--- src/rtl/dvfs_pkg.sv ---
`timescale 1ns/1ps
// Shared DVFS definitions: operating-level codes, sequencer state encoding and
// the utilisation thresholds the policy FSM uses to pick a target level.
package dvfs_pkg;

    localparam logic [1:0] LVL_LOW     = 2'b00;
    localparam logic [1:0] LVL_NORM    = 2'b01;
    localparam logic [1:0] LVL_HIGH    = 2'b10;
    localparam logic [1:0] LVL_ILLEGAL = 2'b11;

    // Utilisation (0..255) thresholds for the policy FSM's raise/lower decisions
    localparam logic [7:0] UTIL_RAISE_THRESH = 8'd192;
    localparam logic [7:0] UTIL_LOWER_THRESH = 8'd64;

    typedef enum logic [2:0] {
        ST_IDLE,
        ST_V_REQ,
        ST_V_SETTLE,
        ST_F_REQ,
        ST_COMPLETE,
        ST_ERROR
    } dvfs_state_t;

    function automatic logic is_legal_level(input logic [1:0] lvl);
        return lvl != LVL_ILLEGAL;
    endfunction

endpackage

--- src/rtl/dvfs_wait_timer.sv ---
`timescale 1ns/1ps
// Load/decrement down-counter with a zero flag; shared by the voltage settle
// delay and the actuator acknowledge timeout.
module dvfs_wait_timer #(
    parameter int CNT_W = 8
) (
    input  logic             clk,
    input  logic             rst_n,
    input  logic             load,
    input  logic             dec,
    input  logic [CNT_W-1:0] load_val,
    output logic             zero
);

    logic [CNT_W-1:0] cnt;

    // Load wins over decrement; the count saturates at zero
    always_ff @(posedge clk or negedge rst_n) begin
        if (!rst_n) begin
            cnt <= '0;
        end else if (load) begin
            cnt <= load_val;
        end else if (dec && (cnt != '0)) begin
            cnt <= cnt - CNT_W'(1);
        end
    end

    assign zero = (cnt == '0);

endmodule

--- src/rtl/dvfs_transition_sequencer.sv ---
`timescale 1ns/1ps
// Sequences one DVFS level change: voltage before frequency when raising,
// frequency before voltage when lowering, each step a req/ack with timeout.
module dvfs_transition_sequencer
    import dvfs_pkg::*;
#(
    parameter int VOLT_SETTLE_CYCLES = 64,
    parameter int ACK_TIMEOUT_CYCLES = 200,
    parameter int CNT_W              = 8
) (
    input  logic       clk,
    input  logic       rst_n,
    input  logic       req_valid,
    input  logic [1:0] req_level,
    output logic       req_ready,
    output logic       done,
    output logic       resp_err,
    output logic       volt_req,
    output logic [1:0] volt_level,
    input  logic       volt_ack,
    output logic       pll_req,
    output logic [1:0] pll_level,
    input  logic       pll_ack,
    output logic [1:0] freq_sel,
    output logic [1:0] volt_sel,
    output logic       busy,
    output logic       err_sticky,
    input  logic       err_clr
);

    // Loaded with N-1 so the zero flag marks the Nth cycle spent waiting
    localparam logic [CNT_W-1:0] SETTLE_LOAD  = CNT_W'(VOLT_SETTLE_CYCLES - 1);
    localparam logic [CNT_W-1:0] TIMEOUT_LOAD = CNT_W'(ACK_TIMEOUT_CYCLES - 1);

    dvfs_state_t state, state_n;
    logic [1:0]  target, target_n;
    logic        up, up_n;
    logic        volt_req_n, pll_req_n, done_n, resp_err_n, err_sticky_n;
    logic [1:0]  volt_level_n, pll_level_n, freq_sel_n, volt_sel_n;
    logic        tmr_load, tmr_dec, tmr_zero;
    logic [CNT_W-1:0] tmr_val;

    dvfs_wait_timer #(.CNT_W(CNT_W)) u_timer (
        .clk      (clk),
        .rst_n    (rst_n),
        .load     (tmr_load),
        .dec      (tmr_dec),
        .load_val (tmr_val),
        .zero     (tmr_zero)
    );

    always_ff @(posedge clk or negedge rst_n) begin
        if (!rst_n) begin
            state      <= ST_IDLE;
            target     <= LVL_NORM;
            up         <= 1'b0;
            req_ready  <= 1'b1;
            busy       <= 1'b0;
            done       <= 1'b0;
            resp_err   <= 1'b0;
            volt_req   <= 1'b0;
            volt_level <= LVL_NORM;
            pll_req    <= 1'b0;
            pll_level  <= LVL_NORM;
            freq_sel   <= LVL_NORM;
            volt_sel   <= LVL_NORM;
            err_sticky <= 1'b0;
        end else begin
            state      <= state_n;
            target     <= target_n;
            up         <= up_n;
            req_ready  <= (state_n == ST_IDLE);
            busy       <= (state_n != ST_IDLE);
            done       <= done_n;
            resp_err   <= resp_err_n;
            volt_req   <= volt_req_n;
            volt_level <= volt_level_n;
            pll_req    <= pll_req_n;
            pll_level  <= pll_level_n;
            freq_sel   <= freq_sel_n;
            volt_sel   <= volt_sel_n;
            err_sticky <= err_sticky_n;
        end
    end

    // Every output is computed here as its next value so all of them leave flops
    always_comb begin
        state_n      = state;
        target_n     = target;
        up_n         = up;
        volt_req_n   = volt_req;
        volt_level_n = volt_level;
        pll_req_n    = pll_req;
        pll_level_n  = pll_level;
        freq_sel_n   = freq_sel;
        volt_sel_n   = volt_sel;
        done_n       = 1'b0;
        resp_err_n   = 1'b0;
        err_sticky_n = err_sticky;
        tmr_load     = 1'b0;
        tmr_dec      = 1'b0;
        tmr_val      = TIMEOUT_LOAD;

        if (err_clr) begin
            err_sticky_n = 1'b0;
        end

        case (state)
            ST_IDLE: begin
                if (req_valid && req_ready) begin
                    target_n = req_level;
                    if (!is_legal_level(req_level)) begin
                        state_n    = ST_COMPLETE;
                        done_n     = 1'b1;
                        resp_err_n = 1'b1;
                    end else if (req_level == freq_sel) begin
                        state_n = ST_COMPLETE;
                        done_n  = 1'b1;
                    end else if (req_level > freq_sel) begin
                        up_n         = 1'b1;
                        state_n      = ST_V_REQ;
                        volt_req_n   = 1'b1;
                        volt_level_n = req_level;
                        tmr_load     = 1'b1;
                    end else begin
                        up_n        = 1'b0;
                        state_n     = ST_F_REQ;
                        pll_req_n   = 1'b1;
                        pll_level_n = req_level;
                        tmr_load    = 1'b1;
                    end
                end
            end

            ST_V_REQ: begin
                // An ack in the same cycle as the timeout expiry still counts
                if (volt_ack && volt_req) begin
                    volt_sel_n = target;
                    volt_req_n = 1'b0;
                    if (up) begin
                        state_n  = ST_V_SETTLE;
                        tmr_load = 1'b1;
                        tmr_val  = SETTLE_LOAD;
                    end else begin
                        state_n = ST_COMPLETE;
                        done_n  = 1'b1;
                    end
                end else if (tmr_zero) begin
                    volt_req_n   = 1'b0;
                    err_sticky_n = 1'b1;
                    done_n       = 1'b1;
                    resp_err_n   = 1'b1;
                    state_n      = ST_ERROR;
                end else begin
                    tmr_dec = 1'b1;
                end
            end

            ST_V_SETTLE: begin
                if (tmr_zero) begin
                    state_n     = ST_F_REQ;
                    pll_req_n   = 1'b1;
                    pll_level_n = target;
                    tmr_load    = 1'b1;
                end else begin
                    tmr_dec = 1'b1;
                end
            end

            ST_F_REQ: begin
                if (pll_ack && pll_req) begin
                    freq_sel_n = target;
                    pll_req_n  = 1'b0;
                    if (up) begin
                        state_n = ST_COMPLETE;
                        done_n  = 1'b1;
                    end else begin
                        state_n      = ST_V_REQ;
                        volt_req_n   = 1'b1;
                        volt_level_n = target;
                        tmr_load     = 1'b1;
                    end
                end else if (tmr_zero) begin
                    pll_req_n    = 1'b0;
                    err_sticky_n = 1'b1;
                    done_n       = 1'b1;
                    resp_err_n   = 1'b1;
                    state_n      = ST_ERROR;
                end else begin
                    tmr_dec = 1'b1;
                end
            end

            ST_COMPLETE: begin
                state_n = ST_IDLE;
            end

            ST_ERROR: begin
                if (err_clr) begin
                    state_n = ST_IDLE;
                end
            end

            default: begin
                state_n = ST_IDLE;
            end
        endcase
    end

    // Lowering frequency first and raising voltage first keeps this true
    a_volt_ge_freq: assert property (@(posedge clk) disable iff (!rst_n) volt_sel >= freq_sel);

endmodule

--- config.mk ---
export PLATFORM = sky130hd
export DESIGN_NAME = dvfs_transition_sequencer
export DESIGN_NICKNAME = d
export VERILOG_FILES = /design/src/rtl/dvfs_pkg.sv /design/src/rtl/dvfs_wait_timer.sv /design/src/rtl/dvfs_transition_sequencer.sv
export SDC_FILE = /design/constraint.sdc
export NUM_CORES = 1
export LEC_CHECK = 0
export CAP_MARGIN = 5
export CORE_MARGIN = 2
export CORE_UTILIZATION = 55
export CTS_BUF_LIST = sky130_fd_sc_hd__clkbuf_8
export DETAILED_ROUTE_END_ITERATION = 16
export HOLD_SLACK_MARGIN = 0.02
export PLACE_DENSITY = 0.78
export SYNTH_ARGS = -nofsm -noshare
export SYNTH_HDL_FRONTEND = slang
export SYNTH_SLANG_ARGS = --single-unit
export TNS_END_PERCENT = 100
--- constraint.sdc ---
create_clock -name clk -period 2.7 [get_ports clk]
set_input_delay 0.54 -clock clk [delete_from_list [all_inputs] [get_ports clk]]
set_output_delay 0.54 -clock clk [all_outputs]
set_load 0.005 [all_outputs]
==> summary by stage, run 1 <==
Run status
The flow ran to the end, and the final reports show no timing, DRC or antenna violations.

Global route
The first global-routing pass estimated between 6000 and 7000 um of wire. Entering global routing, the biggest net connects 30 pins. The via count of the first global-routing pass is roughly 1300. The total global-route track usage is around a quarter. The number of antenna violations at the first check in global routing is 0.

After global routing the overflow that remains totals 0.

Finish
Compared with the post-synthesis result, the final layout area differs by 24.3%. The number of antenna diodes in the final layout is 0. The most common cell after layout, fill and taps aside is sky130_fd_sc_hd__dfrtp_1. The non-filler instance count after layout is 220.

Leaving out fill and tap cells, the most frequent cells in the layout are 23 x sky130_fd_sc_hd__dfrtp_1, 22 x sky130_fd_sc_hd__clkdlybuf4s50_1, 15 x sky130_fd_sc_hd__o21ai_0, 14 x sky130_fd_sc_hd__nand2_1, 14 x sky130_fd_sc_hd__nor2_1. The net count of the finished layout is approximately 200. The post-route netlist has ~15% of its cells at a drive strength greater than 1.

Logic synthesis
The simple-gate share of the synthesized area is approximately 23%. Counting every net in the synthesized netlist gives around 170. Summing the areas of all compound-gate instances in the mapped netlist gives between 10% and 20% of the synthesized area. After Yosys synthesis, XOR and XNOR cells account for around 2.3% of the synthesized area. The count of yosys warnings during synthesis is 0.

The post-synthesis area per instance is about 9.8 um2. After synthesis, flip-flops and latches occupy ~48% of the total area. The main combinational cell family by area after synthesis is simple AND/OR/NAND/NOR gates. The number of flops mapped to enable cells by yosys is 0. Summing every instance area after synthesis gives roughly 1500 um2. Counting flops and latches in the post-synthesis netlist gives 29. For this run, asynchronously set or reset flops after synthesis account for 100%. The number of distinct library cells after synthesis is 45. The post-synthesis share of cell area spent on full adders, half adders and majority gates is 2.43%. The most used flip-flop cell after synthesis is sky130_fd_sc_hd__dfrtp_1.

The gate count of the mapped netlist is between 150 and 200. In the synthesized netlist, mux cells make up between 6 and 7% of the area.

Place
Routability-driven placement finished with a final weighted congestion of around 0.9. The placed instance count is approximately 210. Detailed placement ended at an HPWL of roughly 2500 um. The count of buffers added on input and output ports is 22.

Flow run
Max-cap violations in this run came to 0.

Timing
After layout, the worst path uses 88.5% of the clock period. The number of failing hold endpoints at the final stage is 0. Setup repair after global routing left no endpoint under its margin. The total negative slack for setup checks is 0 ns. For the pin with the worst max-slew slack, the measured transition is between 0.4 and 0.5 ns. The final hold slack is 0.504 ns.

Setup violations remaining at the end of the flow were counted as 0. Timing would allow up to around 0.42 GHz. Headroom to the max-slew limit came out at a little over two thirds.

The max-slew violation count is 0. Between clock sinks in the finished design, the worst skew comes to about 0.0017 ns. The clock period could shrink to roughly 2.4 ns.

Pwr
Power spread over the standard cell area amounts to ~450 nW/um2. The cell leakage power is 0.825 nW. Across the VDD grid, the largest voltage drop is 0.000370 V.

Clock tree
The longest clock path from root to sink contains 2 buffers. The hold buffer count at cts is 0. TritonCTS created 5 clock buffers. The number of clock sinks seen by CTS is 29.

The H-tree level count is 2. The clock-pin slew reported for the worst setup and hold paths after clock tree synthesis is about 0.060 ns. The cell chosen for the clock root is sky130_fd_sc_hd__clkbuf_8.

The TritonCTS clock tree is done. The clock latency on the worst-skew pair is between 0.2 and 0.3 ns. The number of gates resized after CTS was 0. After clock tree synthesis, the setup repair step added 0 buffers.

Floorplan
The region available for standard cell placement spans about 2700 um2. The die is 57.0 um wide. In this run the core area contains 19 standard-cell rows.

The boundary pin count is 23. The starting utilization of the core area is between 50 and 60%. The vertical die dimension is around 57 um. The floorplan step defined a die boundary enclosing approximately 3200 um2.

Drt
For this block, the initial DRC count from the detailed router was 52. The remaining routing DRC violations is 0. In the routed layout, each cell is associated on average with a via count of slightly above 6. The post-detailed-route count of antenna-violating nets is 0. After detailed routing, the average wire length per cell comes to roughly 16 um. The length of the first detailed-routing pass in iterations is 5. Wires add up to approximately 3500 um. The via count is between 1000 and 1500.

Setup path
The critical path class is primary input to register. STA classifies the critical path endpoint as a register. Data arrives at the worst endpoint at roughly 2.5 ns.

The worst-path maximum fanout is 6. STA classifies the critical path startpoint as a primary input. The worst endpoint required time is 2.85 ns.

Min path
The class of the worst hold path is register to register.
## cells in the mapped netlist (2+ instances only)
cell,number,area [um2]
sky130_fd_sc_hd__nand3b_1,3,22.5
sky130_fd_sc_hd__o211ai_1,2,15.0
sky130_fd_sc_hd__o21ai_0,15,75.1
sky130_fd_sc_hd__nor2_1,14,52.6
sky130_fd_sc_hd__dfstp_2,6,158
sky130_fd_sc_hd__buf_2,2,10.0
sky130_fd_sc_hd__mux2i_1,2,20.0
sky130_fd_sc_hd__a31oi_1,2,12.5
sky130_fd_sc_hd__or3_1,2,12.5
sky130_fd_sc_hd__and2_1,3,18.8
sky130_fd_sc_hd__nor4_1,3,18.8
sky130_fd_sc_hd__mux2_2,7,78.8
sky130_fd_sc_hd__a21oi_1,8,40.0
sky130_fd_sc_hd__nand2b_1,3,18.8
sky130_fd_sc_hd__xor2_1,3,26.3
sky130_fd_sc_hd__inv_1,6,22.5
sky130_fd_sc_hd__nor3_1,3,15.0
sky130_fd_sc_hd__nand4b_1,2,17.5
sky130_fd_sc_hd__nand4_1,2,12.5
sky130_fd_sc_hd__nand3_1,8,40.0
sky130_fd_sc_hd__dfrtp_1,23,576
sky130_fd_sc_hd__ha_1,3,37.5
sky130_fd_sc_hd__nand2_1,14,52.6
## metrics by stage
| stage | cell area [um2] | utilization, % | worst slack, ns | power, W |
|---|---|---|---|---|
| finish | 1920 | 70.8 | 0.311 | 0.000862 |
| global route | 1920 | 70.8 | 0.226 | 0.000892 |
| CTS | 1920 | 70.8 | 0.355 | 0.000869 |
| detailed placement | 1820 | 67.0 | 0.112 | 0.000486 |
| global placement | 1820 | 67.0 | 0.185 | 0.000485 |
| floorplan | 1540 | - | 0.782 | 0.000456 |
## layout make-up
cell class | instances | area [um2]
timing repair buffer | 26 | 250
fill | 208 | 792
sequential | 29 | 733
clock buffer | 7 | 96.3
inverter | 6 | 22.5
tap | 31 | 38.8
clock inverter | 1 | 5.00
multi-input combinational | 120 | 772
## registers in the layout (all words and copies together) (netlist names)
register / cells
busy: 1
done: 1
err_sticky: 1
freq_sel: 2
pll_level: 2
pll_req: 1
req_ready: 1
resp_err: 1
state: 3
target: 2
u_timer.cnt: 8
up: 1
volt_level: 2
volt_req: 1
volt_sel: 2
## critical path: stages
cell,delay (ns)
sky130_fd_sc_hd__clkdlybuf4s50_1,0.48
sky130_fd_sc_hd__inv_1,0.07
sky130_fd_sc_hd__ha_1,0.30
sky130_fd_sc_hd__a22oi_1,0.14
sky130_fd_sc_hd__nand4b_1,0.19
sky130_fd_sc_hd__o311a_1,0.32
sky130_fd_sc_hd__nand3b_1,0.15
sky130_fd_sc_hd__or3_1,0.35
## layer usage
metal	global-route usage (%)	vias to the layer above	share of wire [%]
met3	5.67	5	6.8
met5	0	-	0
met4	7.97	0	0.99
met1	32.0	659	44
met2	38.3	60	48
li1	-	637	-
## power breakdown
| group | total [W] | internal (W) | switching, W | leakage, nW |
|---|---|---|---|---|
| clock network | 0.000383 | 0.000230 | 0.000154 | 0.0542 |
| registers | 0.000437 | 0.000436 | 0.00000136 | 0.346 |
| logic | 0.0000413 | 0.0000195 | 0.0000218 | 0.425 |
| total | 0.000862 | 0.000685 | 0.000177 | 0.825 |
## kinds of logic (layout without fill, tap and decap cells)
kind of cell | count (synthesis) | in the layout
simple gates | 65 | 65
compound gates | 39 | 39
mux | 9 | 9
flops | 29 | 29
xor+xnor | 4 | 4
fa+ha+maj | 3 | 3
buf+inv | 9 | 40
## path summary, 6_finish.rpt
check | from | end | slack, ns | cells past startpoint
max | req_level[0] | busy | 0.31 | 8
min | pll_level[1] | pll_level[1] | 0.50 | 1
max reg2reg | u_timer.cnt[0] | pll_level[1] | 0.59 | 7
min reg2reg | pll_level[1] | pll_level[1] | 0.50 | 1
max in group asynchronous | rst_n | req_ready | 1.74 | 2
min in group asynchronous | rst_n | busy | 0.64 | 2
(Power assumes the default switching activity.)
==> run 2: changes to the inputs <==
- SKIP_LAST_GASP: not set -> 1
==> results of run 2 <==
No change in the layout: final DEF, timing and power equal those of run 1.
